==> src/rtl/alu_cmd_ctrl.sv <==
// -----------------------------------------------------------------------------
// alu_cmd_ctrl
//
// Purpose
//   Turns a byte-serial command stream into one ALU operation and sends the
//   result back as a single response byte. A command frame is four bytes:
//   0xCC (sync), A, B, FUN. Only FUN[3:0] selects the ALU function.
//
//   Sequence: IDLE -> GET_A -> GET_B -> GET_FUN -> ISSUE -> WAIT_RES -> SEND
//   -> IDLE. ISSUE is one cycle with alu_en=1. WAIT_RES captures the first
//   alu_out qualified by out_valid. SEND offers the result until the
//   transmitter accepts it.
//
// Handshakes
//   rx_valid : one-cycle strobe. Each high cycle delivers exactly one rx_data
//              byte. The byte is consumed only in IDLE, GET_A, GET_B and
//              GET_FUN. Bytes arriving in any other state are dropped.
//   out_valid: sampled only in WAIT_RES. The first high cycle there is the
//              result.
//   tx       : valid/ready, where ready = !tx_busy. tx_valid and tx_data stay
//              stable while tx_busy=1. A cycle with tx_valid=1 and tx_busy=0
//              is the single transfer. tx_valid drops on the next cycle.
//
// Ports
//   clk        in   single clock, rising edge
//   rst        in   synchronous reset, active low
//   rx_data    in   [7:0]   received command byte
//   rx_valid   in           strobe qualifying rx_data
//   A, B       out  [dataWidth-1:0]  ALU operands (registered)
//   alu_fun    out  [3:0]   ALU function select (registered)
//   alu_en     out          one-cycle ALU enable, high only in ISSUE
//   alu_out    in   [dataWidth-1:0]  ALU result
//   out_valid  in           qualifies alu_out
//   tx_data    out  [7:0]   response byte (result register)
//   tx_valid   out          response byte offered
//   tx_busy    in           transmitter cannot accept a byte
//   err        out          one-cycle pulse on ALU timeout
//   fsm_state  out  [2:0]   current FSM state, for debug and checkers
//
// Build option
//   ALU_TIMEOUT_EN : when defined, WAIT_RES gives up after 16 cycles without
//   out_valid. It then loads 0xEE as the result, pulses err and sends the
//   byte. When not defined, WAIT_RES waits indefinitely and err is tied to 0.
// -----------------------------------------------------------------------------
module alu_cmd_ctrl #(
    parameter int dataWidth = 8
) (
    input  logic                 clk,
    input  logic                 rst,
    input  logic [7:0]           rx_data,
    input  logic                 rx_valid,
    output logic [dataWidth-1:0] A,
    output logic [dataWidth-1:0] B,
    output logic [3:0]           alu_fun,
    output logic                 alu_en,
    input  logic [dataWidth-1:0] alu_out,
    input  logic                 out_valid,
    output logic [7:0]           tx_data,
    output logic                 tx_valid,
    input  logic                 tx_busy,
    output logic                 err,
    output logic [2:0]           fsm_state
);

    typedef enum logic [2:0] {
        IDLE     = 3'd0,
        GET_A    = 3'd1,
        GET_B    = 3'd2,
        GET_FUN  = 3'd3,
        ISSUE    = 3'd4,
        WAIT_RES = 3'd5,
        SEND     = 3'd6
    } state_t;

    localparam logic [7:0] SYNC_BYTE = 8'hCC;

    state_t               state;
    logic [dataWidth-1:0] result_q;

`ifdef ALU_TIMEOUT_EN
    localparam logic [dataWidth-1:0] TIMEOUT_RESULT = 8'hEE;
    localparam logic [3:0]           TIMEOUT_LAST   = 4'hF;

    // Counts completed WAIT_RES cycles that had no out_valid. It holds 15
    // during the 16th cycle, so the timeout fires on that cycle's edge.
    logic [3:0] wait_cnt;
    logic       err_q;
`endif

    always_ff @(posedge clk) begin
        if (!rst) begin
            state    <= IDLE;
            A        <= '0;
            B        <= '0;
            alu_fun  <= '0;
            alu_en   <= 1'b0;
            result_q <= '0;
            tx_valid <= 1'b0;
`ifdef ALU_TIMEOUT_EN
            wait_cnt <= '0;
            err_q    <= 1'b0;
`endif
        end else begin
            // Pulse outputs default low. Only the transition that needs a
            // pulse raises them for one cycle.
            alu_en <= 1'b0;
`ifdef ALU_TIMEOUT_EN
            err_q  <= 1'b0;
`endif
            case (state)
                IDLE: begin
                    // Wait for the sync byte. Any other byte is ignored.
                    if (rx_valid && (rx_data == SYNC_BYTE)) begin
                        state <= GET_A;
                    end
                end

                // Inside a frame, 0xCC is ordinary data. It does not resync.
                GET_A: begin
                    if (rx_valid) begin
                        A     <= rx_data;
                        state <= GET_B;
                    end
                end

                GET_B: begin
                    if (rx_valid) begin
                        B     <= rx_data;
                        state <= GET_FUN;
                    end
                end

                GET_FUN: begin
                    if (rx_valid) begin
                        alu_fun <= rx_data[3:0];
                        // Registered alu_en is high exactly while in ISSUE.
                        alu_en  <= 1'b1;
                        state   <= ISSUE;
                    end
                end

                ISSUE: begin
                    // Any out_valid seen during this cycle is ignored.
                    state <= WAIT_RES;
`ifdef ALU_TIMEOUT_EN
                    wait_cnt <= '0;
`endif
                end

                WAIT_RES: begin
                    if (out_valid) begin
                        // A real result wins, even on the 16th cycle.
                        result_q <= alu_out;
                        tx_valid <= 1'b1;
                        state    <= SEND;
`ifdef ALU_TIMEOUT_EN
                    end else if (wait_cnt == TIMEOUT_LAST) begin
                        result_q <= TIMEOUT_RESULT;
                        tx_valid <= 1'b1;
                        err_q    <= 1'b1;
                        state    <= SEND;
                    end else begin
                        wait_cnt <= wait_cnt + 4'd1;
`endif
                    end
                end

                SEND: begin
                    // The accepting cycle is the transfer. Drop valid next.
                    if (!tx_busy) begin
                        tx_valid <= 1'b0;
                        state    <= IDLE;
                    end
                end

                default: begin
                    state    <= IDLE;
                    tx_valid <= 1'b0;
                end
            endcase
        end
    end

    assign tx_data   = result_q;
    assign fsm_state = state;

`ifdef ALU_TIMEOUT_EN
    assign err = err_q;
`else
    assign err = 1'b0;
`endif

endmodule

==> config.mk <==
export PLATFORM = sky130hd
export DESIGN_NAME = alu_cmd_ctrl
export DESIGN_NICKNAME = d
export VERILOG_FILES = /design/src/rtl/alu_cmd_ctrl.sv
export SDC_FILE = /design/constraint.sdc
export NUM_CORES = 1
export LEC_CHECK = 0
export BUFFER_PORTS_ARGS = -buffer_cell sky130_fd_sc_hd__buf_4
export CORE_AREA = 3 3 56 58
export CTS_CLUSTER_DIAMETER = 120
export DETAILED_ROUTE_END_ITERATION = 12
export DIE_AREA = 0 0 59 61
export MAX_ROUTING_LAYER = met4
export PLACE_DENSITY = 0.79
export SLEW_MARGIN = 25
export SYNTH_ARGS = -nofsm -noshare
export SYNTH_HDL_FRONTEND = slang
export SYNTH_SLANG_ARGS = --single-unit
==> constraint.sdc <==
create_clock -name clk -period 1.9 [get_ports clk]
set_input_delay 0.38 -clock clk [delete_from_list [all_inputs] [get_ports clk]]
set_output_delay 0.38 -clock clk [all_outputs]
set_load 0.01 [all_outputs]
==> results of run 1 <==
## how the worst max path moves through the flow
stage	start	end	slack, ns	depth (start not counted)
after global placement	rx_data[0]	fsm_state[0]$_SDFFE_PN0P_	0.54	4
after global routing	fsm_state[0]$_SDFFE_PN0P_	fsm_state[0]	0.36	1
after detailed placement	fsm_state[0]$_SDFFE_PN0P_	B[3]$_SDFFE_PN0P_	0.52	3
after CTS	fsm_state[0]$_SDFFE_PN0P_	fsm_state[0]	0.45	1
final	fsm_state[0]$_SDFFE_PN0P_	fsm_state[0]	0.47	1
after floorplan	fsm_state[1]$_SDFFE_PN0P_	A[0]$_SDFFE_PN0P_	0.65	5
## flip-flops by register name, indices dropped and copies added, names as in the netlist
register	count
A	8
fsm_state	3
tx_valid	1
alu_en	1
B	8
tx_data	8
alu_fun	4
## through the flow
stage | power (W) | instances | hold slack, ns | worst slack (ns)
floorplan | 0.000727 | 136 | 0.480 | 0.651
global placement | 0.000769 | 211 | 0.442 | 0.540
detailed placement | 0.000770 | 211 | 0.452 | 0.518
CTS | 0.00131 | 219 | 0.277 | 0.450
global route | 0.00135 | 219 | 0.288 | 0.357
finish | 0.00130 | 219 | 0.291 | 0.466
## cell families (layout without fill, tap and decap cells)
kind of cell    Yosys count  after routing  synth area share (%)
simple gates             48             48                  17.6
flops                    33             33                  50.6
mux                      21             21                  16.2
compound gates           19             19                  8.53
buf+inv                  13             65                  6.04
other cells               1              1                 0.287
xor+xnor                  1              1                 0.671
## layer usage
metal	part of all wire [%]	wire length [µm]	global-route usage, %	vias to the layer above
li1	-	-	-	560
met1	41	1200	19.5	504
met2	48	1430	30.1	45
met3	9.7	287	7.23	5
met4	1.3	39	6.80	0
met5	0	0	-	-
## layout make-up
cell class                 instances  area [µm²]
tap                               31        38.8
clock buffer                       7        55.1
clock inverter                     1        30.0
fill                             243         943
inverter                           3        11.3
timing repair buffer              54         405
sequential                        33         661
multi-input combinational         90         566
## report_power, final
| group | internal [W] | switching, W |
|---|---|---|
| Sequential | 0.000691 | 0.000000271 |
| Combinational | 0.0000336 | 0.0000288 |
| Clock | 0.000314 | 0.000228 |
## placed cells by master (no fill, tap or decap)
| cell | instances |
|---|---|
| sky130_fd_sc_hd__a2111oi_0 | 1 |
| sky130_fd_sc_hd__a2111oi_1 | 1 |
| sky130_fd_sc_hd__a21oi_1 | 12 |
| sky130_fd_sc_hd__and4b_1 | 1 |
| sky130_fd_sc_hd__and4bb_2 | 2 |
| sky130_fd_sc_hd__buf_4 | 54 |
| sky130_fd_sc_hd__bufinv_16 | 1 |
| sky130_fd_sc_hd__clkbuf_1 | 1 |
| sky130_fd_sc_hd__clkbuf_4 | 5 |
| sky130_fd_sc_hd__clkbuf_8 | 1 |
| sky130_fd_sc_hd__conb_1 | 1 |
| sky130_fd_sc_hd__dfxtp_1 | 33 |
| sky130_fd_sc_hd__inv_1 | 3 |
| sky130_fd_sc_hd__mux2_2 | 1 |
| sky130_fd_sc_hd__mux2i_1 | 20 |
| sky130_fd_sc_hd__nand2_1 | 17 |
| sky130_fd_sc_hd__nand3_1 | 1 |
| sky130_fd_sc_hd__nand4b_1 | 2 |
| sky130_fd_sc_hd__nor2_1 | 22 |
| sky130_fd_sc_hd__nor2b_1 | 1 |
| sky130_fd_sc_hd__nor4bb_1 | 2 |
| sky130_fd_sc_hd__o21ai_0 | 2 |
| sky130_fd_sc_hd__o21ai_1 | 1 |
| sky130_fd_sc_hd__o21ba_2 | 1 |
| sky130_fd_sc_hd__o31ai_1 | 1 |
| sky130_fd_sc_hd__xnor2_1 | 1 |
## synthesized netlist by cell type (3+ instances only)
library cell | n | share of area (%)
sky130_fd_sc_hd__a21oi_1 | 12 | 4.6
sky130_fd_sc_hd__buf_2 | 3 | 1.2
sky130_fd_sc_hd__buf_6 | 3 | 2.6
sky130_fd_sc_hd__clkbuf_1 | 3 | 0.86
sky130_fd_sc_hd__dfxtp_1 | 33 | 51
sky130_fd_sc_hd__inv_1 | 3 | 0.86
sky130_fd_sc_hd__mux2i_1 | 20 | 15
sky130_fd_sc_hd__nand2_1 | 17 | 4.9
sky130_fd_sc_hd__nor2_1 | 22 | 6.3
==> results, run 1 <==
- The starting density of the core is 48.2%.
- After layout, the worst path uses 75.5% of the clock period.
- The number of DRC violations after detailed-routing iteration 0 is 26.
- Clock-pin slew was measured on the worst setup and hold paths at 0.09 ns.
- On the critical path, the stage with the largest delay is an instance of sky130_fd_sc_hd__dfxtp_1.
- The worst hold path class is in2reg.
- The worst register-to-register path begins at fsm_state[1]$_SDFFE_PN0P_.
- The tree is rooted in a sky130_fd_sc_hd__clkbuf_4.
- The end-of-flow core utilization is 65.2%.
- Relative to the synthesized area, the layout overhead comes to 35.4%.
- Post-CTS repair changed the size of 0 cells.
- Summed over all cells, the static leakage comes to approximately 0.75 nW.
- The data required time at the worst endpoint is 1.52 ns.
- The data arrival time at the worst-slack endpoint is 1.05 ns.
- The first global-routing pass estimated approximately 4700 µm of wire.
- With fillers left out, the area of the finished cells amounts to 1770 µm².
- The largest stage delay on the critical path is around 0.54 ns.
- The per-cell routed wire length is 13.5 µm.
- 0 antenna diodes ended up in the layout.
- The async set-or-reset flop fraction in the synthesized netlist is 0%.
- Timing would allow up to 0.697 GHz.
- Setup repair after global routing left no endpoint under its margin.
- The end of the worst register-to-register path is B[3]$_SDFFE_PN0P_.
- The pre-antenna-repair detailed-routing pass consisted of 4 iterations.
- Measured in cells, the most critical reg-to-reg path has a length of 3.
- The floorplan die area is 3600 µm².
- The clock arrives with 0.00935 ns of skew.
- The signal on the critical path passes through buf_4.
- In this run the standard cell core region covers approximately 2700 µm².
- After the last flow step, the layout net total stands at 208.
- The number of antenna violations at the first check in global routing is 0.
- The worst setup path is launched from a register.
- The number of levels in the clock H-tree is 2.
- STA classifies the critical path endpoint as an output port.
- Grouping stages by cell kind, the critical path spends the most delay in flip-flops.
- Once placement finished, the instance area stood at 1680 µm².
- The total power divided by cell area is 733 nW/µm².
- The final count of negative-setup-slack endpoints is 0.
- The site row count is 19.
- The combined buffer and inverter count along the critical path is 1.
- Dividing the detail-routed via count by the number of cells gives 5.09.
- Post-CTS timing repair inserted 0 buffers for setup.
- The minimum setup slack among reg-to-reg paths is 0.50 ns.
- The routed layout has 1,114 vias.
- The hold buffer count at cts is 0.
- The flow ran to the end, and the final reports show no timing, DRC or antenna violations.
- The largest net degree at the start of global routing is 24.
- In this run the count of I/O pins placed on the die edge is 55.
- The TritonCTS buffer count is 5.
- The total clock sinks is 33.
- The average cell area after synthesis is 9.60 µm².
- For the finished layout, the period the worst path requires is around 1.4 ns.
- The later-pin clock latency in the skew report is between 0.3 and 0.4 ns.
- The type of the worst setup path is reg2out.
- Summed over all nets, the half-perimeter wirelength after detailed placement is 2230 µm.
- The hold violation count in the final report was 0.
- The buffer depth of the longest clock path is 2.
- The number of distinct library cell variants in the gate-level netlist after synthesis is 25.
- The sequential cell area fraction in the yosys report is 50.6%.
- The count of buffers from port buffering is between 50 and 60.
- The post-route antenna net violation count is 0.
- Cells with a size suffix above 1 make up ~35% of the layout.
- The die is 59 µm wide.
- The setup total negative slack is 0 ns.
- The final weighted congestion of routability-driven global placement is 0.867.
- The path with the worst hold slack has its endpoint at tx_data[3]$_SDFFE_PN0P_.
- Summed over all layers, the routed wires come to 2950 µm.
- The mapped netlist covers 1310 µm².
- Max-cap violations in this run came to 0.
- VDD sags by at most 0.664 mV.
- The startpoint of the worst hold path is alu_out[3].
- After technology mapping, the gate count stands at 136.
- During synthesis, Yosys emitted a total of 0 warnings.
- The number of enable flip-flop cells after synthesis is 0.
- The leftover overflow at the end of global routing is 0.
- The number of DRC violations after detailed routing is 0.
- In this run, synthesis produced a sequential element count of 33.
- The worst hold path was traced through 3 stages.
- TritonCTS built the clock tree.
- The net count after synthesis is 157.
- The number of pins exceeding their max-slew limit in the final report is 0.
- Along the worst path, the maximum fanout reaches 12.
- The via count of the first global-routing pass is 1,110.
- The height of the chip is 61 µm.
- The total global-route track usage is 18.2%.
- The most used flip-flop cell after synthesis is sky130_fd_sc_hd__dfxtp_1.
Power figures use the tool's default switching activity.
==> inputs of run 2 (changes only) <==
- CORE_AREA: 3 3 56 58 -> 3 3 60 62
- DIE_AREA: 0 0 59 61 -> 0 0 63 65
- PLACE_DENSITY: 0.79 -> 0.73
- clock period: 1.9 -> 1.3 ns (I/O delays scaled with it)
==> run 2 against run 1 <==
Against the previous run:
- sequential power rose by 46%
- final cell count rose by 9.1%
- die area rose by 14%
- sequential share of layout area fell by 0.85 points
- clock power fell by 2%
- critical path type unchanged
- combinational power rose by 53%
- critical endpoint unchanged
- final area rose by 2.9%
- sequential cell count did not move
- routed wire length rose by 6.3%
- power rose by 26%
- clock skew fell by 0.0063 ns
==> results, run 2 (synthesis results as in run 1) <==
- The number of max-cap violations is 0.
- The CTS tree is built.
- The tree is rooted in a sky130_fd_sc_hd__clkbuf_4.
- The floorplan step defined a die boundary enclosing roughly 4000 µm².
- The largest net degree at the start of global routing is 24.
- The post-route antenna net violation count is 0.
- The finished layout holds 239 standard cells, fillers aside.
- The die is ~63 µm wide.
- The number of antenna violations at the first check in global routing is 0.
- At the pin with the least slew margin, the transition time is 0.530 ns.
- In the layout the commonest cells are sky130_fd_sc_hd__buf_4, sky130_fd_sc_hd__dfxtp_1, sky130_fd_sc_hd__nor2_1.
- The total global-route track usage is 17.1%.
- The logic depth of the worst setup path including buffers is 2.
- The data arrival time at the worst-slack endpoint is slightly below 1 ns.
- The number of pins exceeding their max-slew limit in the final report is 0.
- Global routing consumed, on the met3 layer, 6.93% of the routing resources.
- The worst setup path is of the reg2out kind.
- Global routing consumed, on the met1 layer, a little under a fifth of the routing resources.
- Buffers inserted during clock tree synthesis total 5.
- The design internal power is 0.00128 W.
- The net count of the finished layout is 215.
- The data required time at the worst endpoint is 1.04 ns.
- The area growth from synthesis to layout is 39.3%.
- The initial utilization of the core area, before any placement, comes to 42.4%.
- between 50 and 60 I/O pins were placed.
- The most frequent standard cell in the layout excluding fill and tap cells is sky130_fd_sc_hd__buf_4.
- In this run the tool buffered the top-level ports with 53 buffer cells.
- The part of the total power dissipated in sequential elements is between 60% and 70%.
- The number of cells in the design after placement is between 200 and 250.
- IR analysis of the VDD net gives a maximum drop of 0.579 mV.
- STA classifies the critical path startpoint as a register.
- The via count of the first global-routing pass is approximately 1,200.
- Measured on the finished design, the core utilization comes to 59.1%.
- The cell type group with the largest total delay on the critical path is flip-flops.
- The startpoint of the most critical setup path is fsm_state[0]$_SDFFE_PN0P_.
- The critical path goes through buf_6, buf_4.
- The endpoint type of the worst setup path is an output port.
- Setup repair after global routing left no endpoint under its margin.
- The first-pass detailed-route iteration total is 4.
- The global-route wire length before repair is 5330 µm.
- In the routed layout, each cell is associated on average with a via count of roughly 5.
- The hold violation count in the final report is 0.
- In the final routed layout, each cell accounts on average for 13.1 µm.
- The met2 track utilization from global routing is 27.8%.
- The achievable clock frequency is a little over 0.8 GHz.
- The total net switching power is 0.000361 W.
- The critical-path cell with the highest stage delay is sky130_fd_sc_hd__dfxtp_2.
- In this design, the stage delay of the slowest critical-path cell is 0.38 ns.
- For this design the static power due to leakage is roughly 0.77 nW.
- The number of DRC violations after detailed routing is 0.
- Dividing total power by cell area gives a power density of 901 nW/µm².
- Combinational logic burns 5.8% of the power.
- Setup slack on the worst reg-to-reg path comes out at 0.08 ns.
- The via count is 1,164.
- The layout cell share with drive strength beyond 1 is about two fifths.
- The worst register-to-register path ends at A[1]$_SDFFE_PN0P_.
- The most critical setup path has its endpoint at fsm_state[0].
- The depth of the most critical reg-to-reg path is 3.
- CTS saw 33 sinks.
- In the finished design, the share of the clock period the worst path needs comes to 95.1%.
- Across the routed clock network, the largest skew measured is 0.00302 ns.
- The height of the chip is 65 µm.
- The first routing iteration left 39 violations.
- For the worst-skew pair, the clock arrives at the later sink with an insertion delay of 0.33 ns.
- The part of the total power dissipated in the clock network is 32.5%.
- Wires add up to between 3000 and 4000 µm.
- Clock-pin slew was measured on the worst setup and hold paths at 0.09 ns.
- In this run the worst hold path is classified as in2reg.
- The worst register-to-register path begins at fsm_state[1]$_SDFFE_PN0P_.
- The maximum fanout along the worst path is 8.
- The H-tree was split into 2 levels.
- The combined buffer and inverter count along the critical path is 2.
- 0 antenna diodes ended up in the layout.
- The buffer depth of the longest clock path is 2.
- The max-slew headroom at the worst pin is 63.7%.
- The final weighted congestion of routability-driven global placement is about 0.8.
- For this design, the CTS-stage hold fixing added 0 buffers.
- Subtracting the final worst setup slack from the clock period gives 1.24 ns.
- The core region is 3080 µm².
- The site row count is 20.
- The setup total negative slack is 0 ns.
- For this run the aggregate overflow at the end of global routing stands at 0.
- The run finished with clean final reports.
- Setup violations remaining at the end of the flow were counted as 0.
- The layout filler cell count is 290.
- After global routing, the most crowded layer is met2.
- Once detailed placement completed, the half-perimeter wirelength came to ~2400 µm.
- The switching part of the total is 22.0%.
-- run 2: cell types whose count changed in the layout (fill, tap and decap cells not counted), moves of 2 or more --
cell,delta
sky130_fd_sc_hd__dfxtp_1,-3
sky130_fd_sc_hd__clkbuf_1,+2
sky130_fd_sc_hd__dfxtp_2,+3
sky130_fd_sc_hd__buf_4,+6
-- run 2: how the worst min path moves through the flow --
stage	cells past startpoint	to	start
final	3	tx_data[5]$_SDFFE_PN0P_	alu_out[5]
after global routing	3	tx_data[2]$_SDFFE_PN0P_	alu_out[2]
after CTS	3	tx_data[5]$_SDFFE_PN0P_	alu_out[5]
after detailed placement	2	tx_data[4]$_SDFFE_PN0P_	tx_data[4]$_SDFFE_PN0P_
after global placement	2	tx_data[2]$_SDFFE_PN0P_	tx_data[2]$_SDFFE_PN0P_
after floorplan	2	tx_data[1]$_SDFFE_PN0P_	alu_out[1]
-- run 2: power by group through the flow --
stage | clock [W] | sequential, W | combinational, W
after floorplan | 0 | 0.00103 | 0.0000277
after global placement | 0 | 0.00103 | 0.0000922
after detailed placement | 0 | 0.00103 | 0.0000940
after CTS | 0.000564 | 0.00101 | 0.0000944
after global routing | 0.000613 | 0.00101 | 0.000105
final | 0.000532 | 0.00101 | 0.0000957
-- run 2: area by class of cell --
| type | instances | area [µm²] | share of cell area [%] |
|---|---|---|---|
| sequential | 33 | 664 | 36.5 |
| inverter | 3 | 11.3 | 0.619 |
| timing repair buffer | 61 | 462 | 25.4 |
| clock buffer | 8 | 48.8 | 2.68 |
| multi-input combinational | 90 | 577 | 31.7 |
| tap | 44 | 55.1 | 3.03 |
-- run 2: timing repair --
action,in CTS,in global routing
gates resized for setup,2,5
setup endpoints to repair,2,18
setup buffers,0,2
-- run 2: worst reg2reg max path, cell delays in order, from the launching register on --
cell and delay, ns:
sky130_fd_sc_hd__dfxtp_2 0.35, sky130_fd_sc_hd__and4bb_2 0.48, sky130_fd_sc_hd__mux2i_1 0.23, sky130_fd_sc_hd__nor2_1 0.05
-- run 2: through the flow --
stage               hold WS (ns)  worst slack [ns]  power, W  cell area, µm²
floorplan                  0.396            0.0511   0.00106            1310
global placement           0.443            0.0406   0.00113            1740
detailed placement         0.455           -0.0134   0.00113            1740
CTS                        0.155            0.0280   0.00167            1790
global route               0.166           0.00635   0.00173            1820
finish                     0.178            0.0637   0.00164            1820
-- run 2: layer usage --
layer / wire [µm] / share of wire, %
met2: 1490 / 48
met3: 312 / 9.9
met4: 48 / 1.5
met1: 1280 / 41
met5: 0 / 0
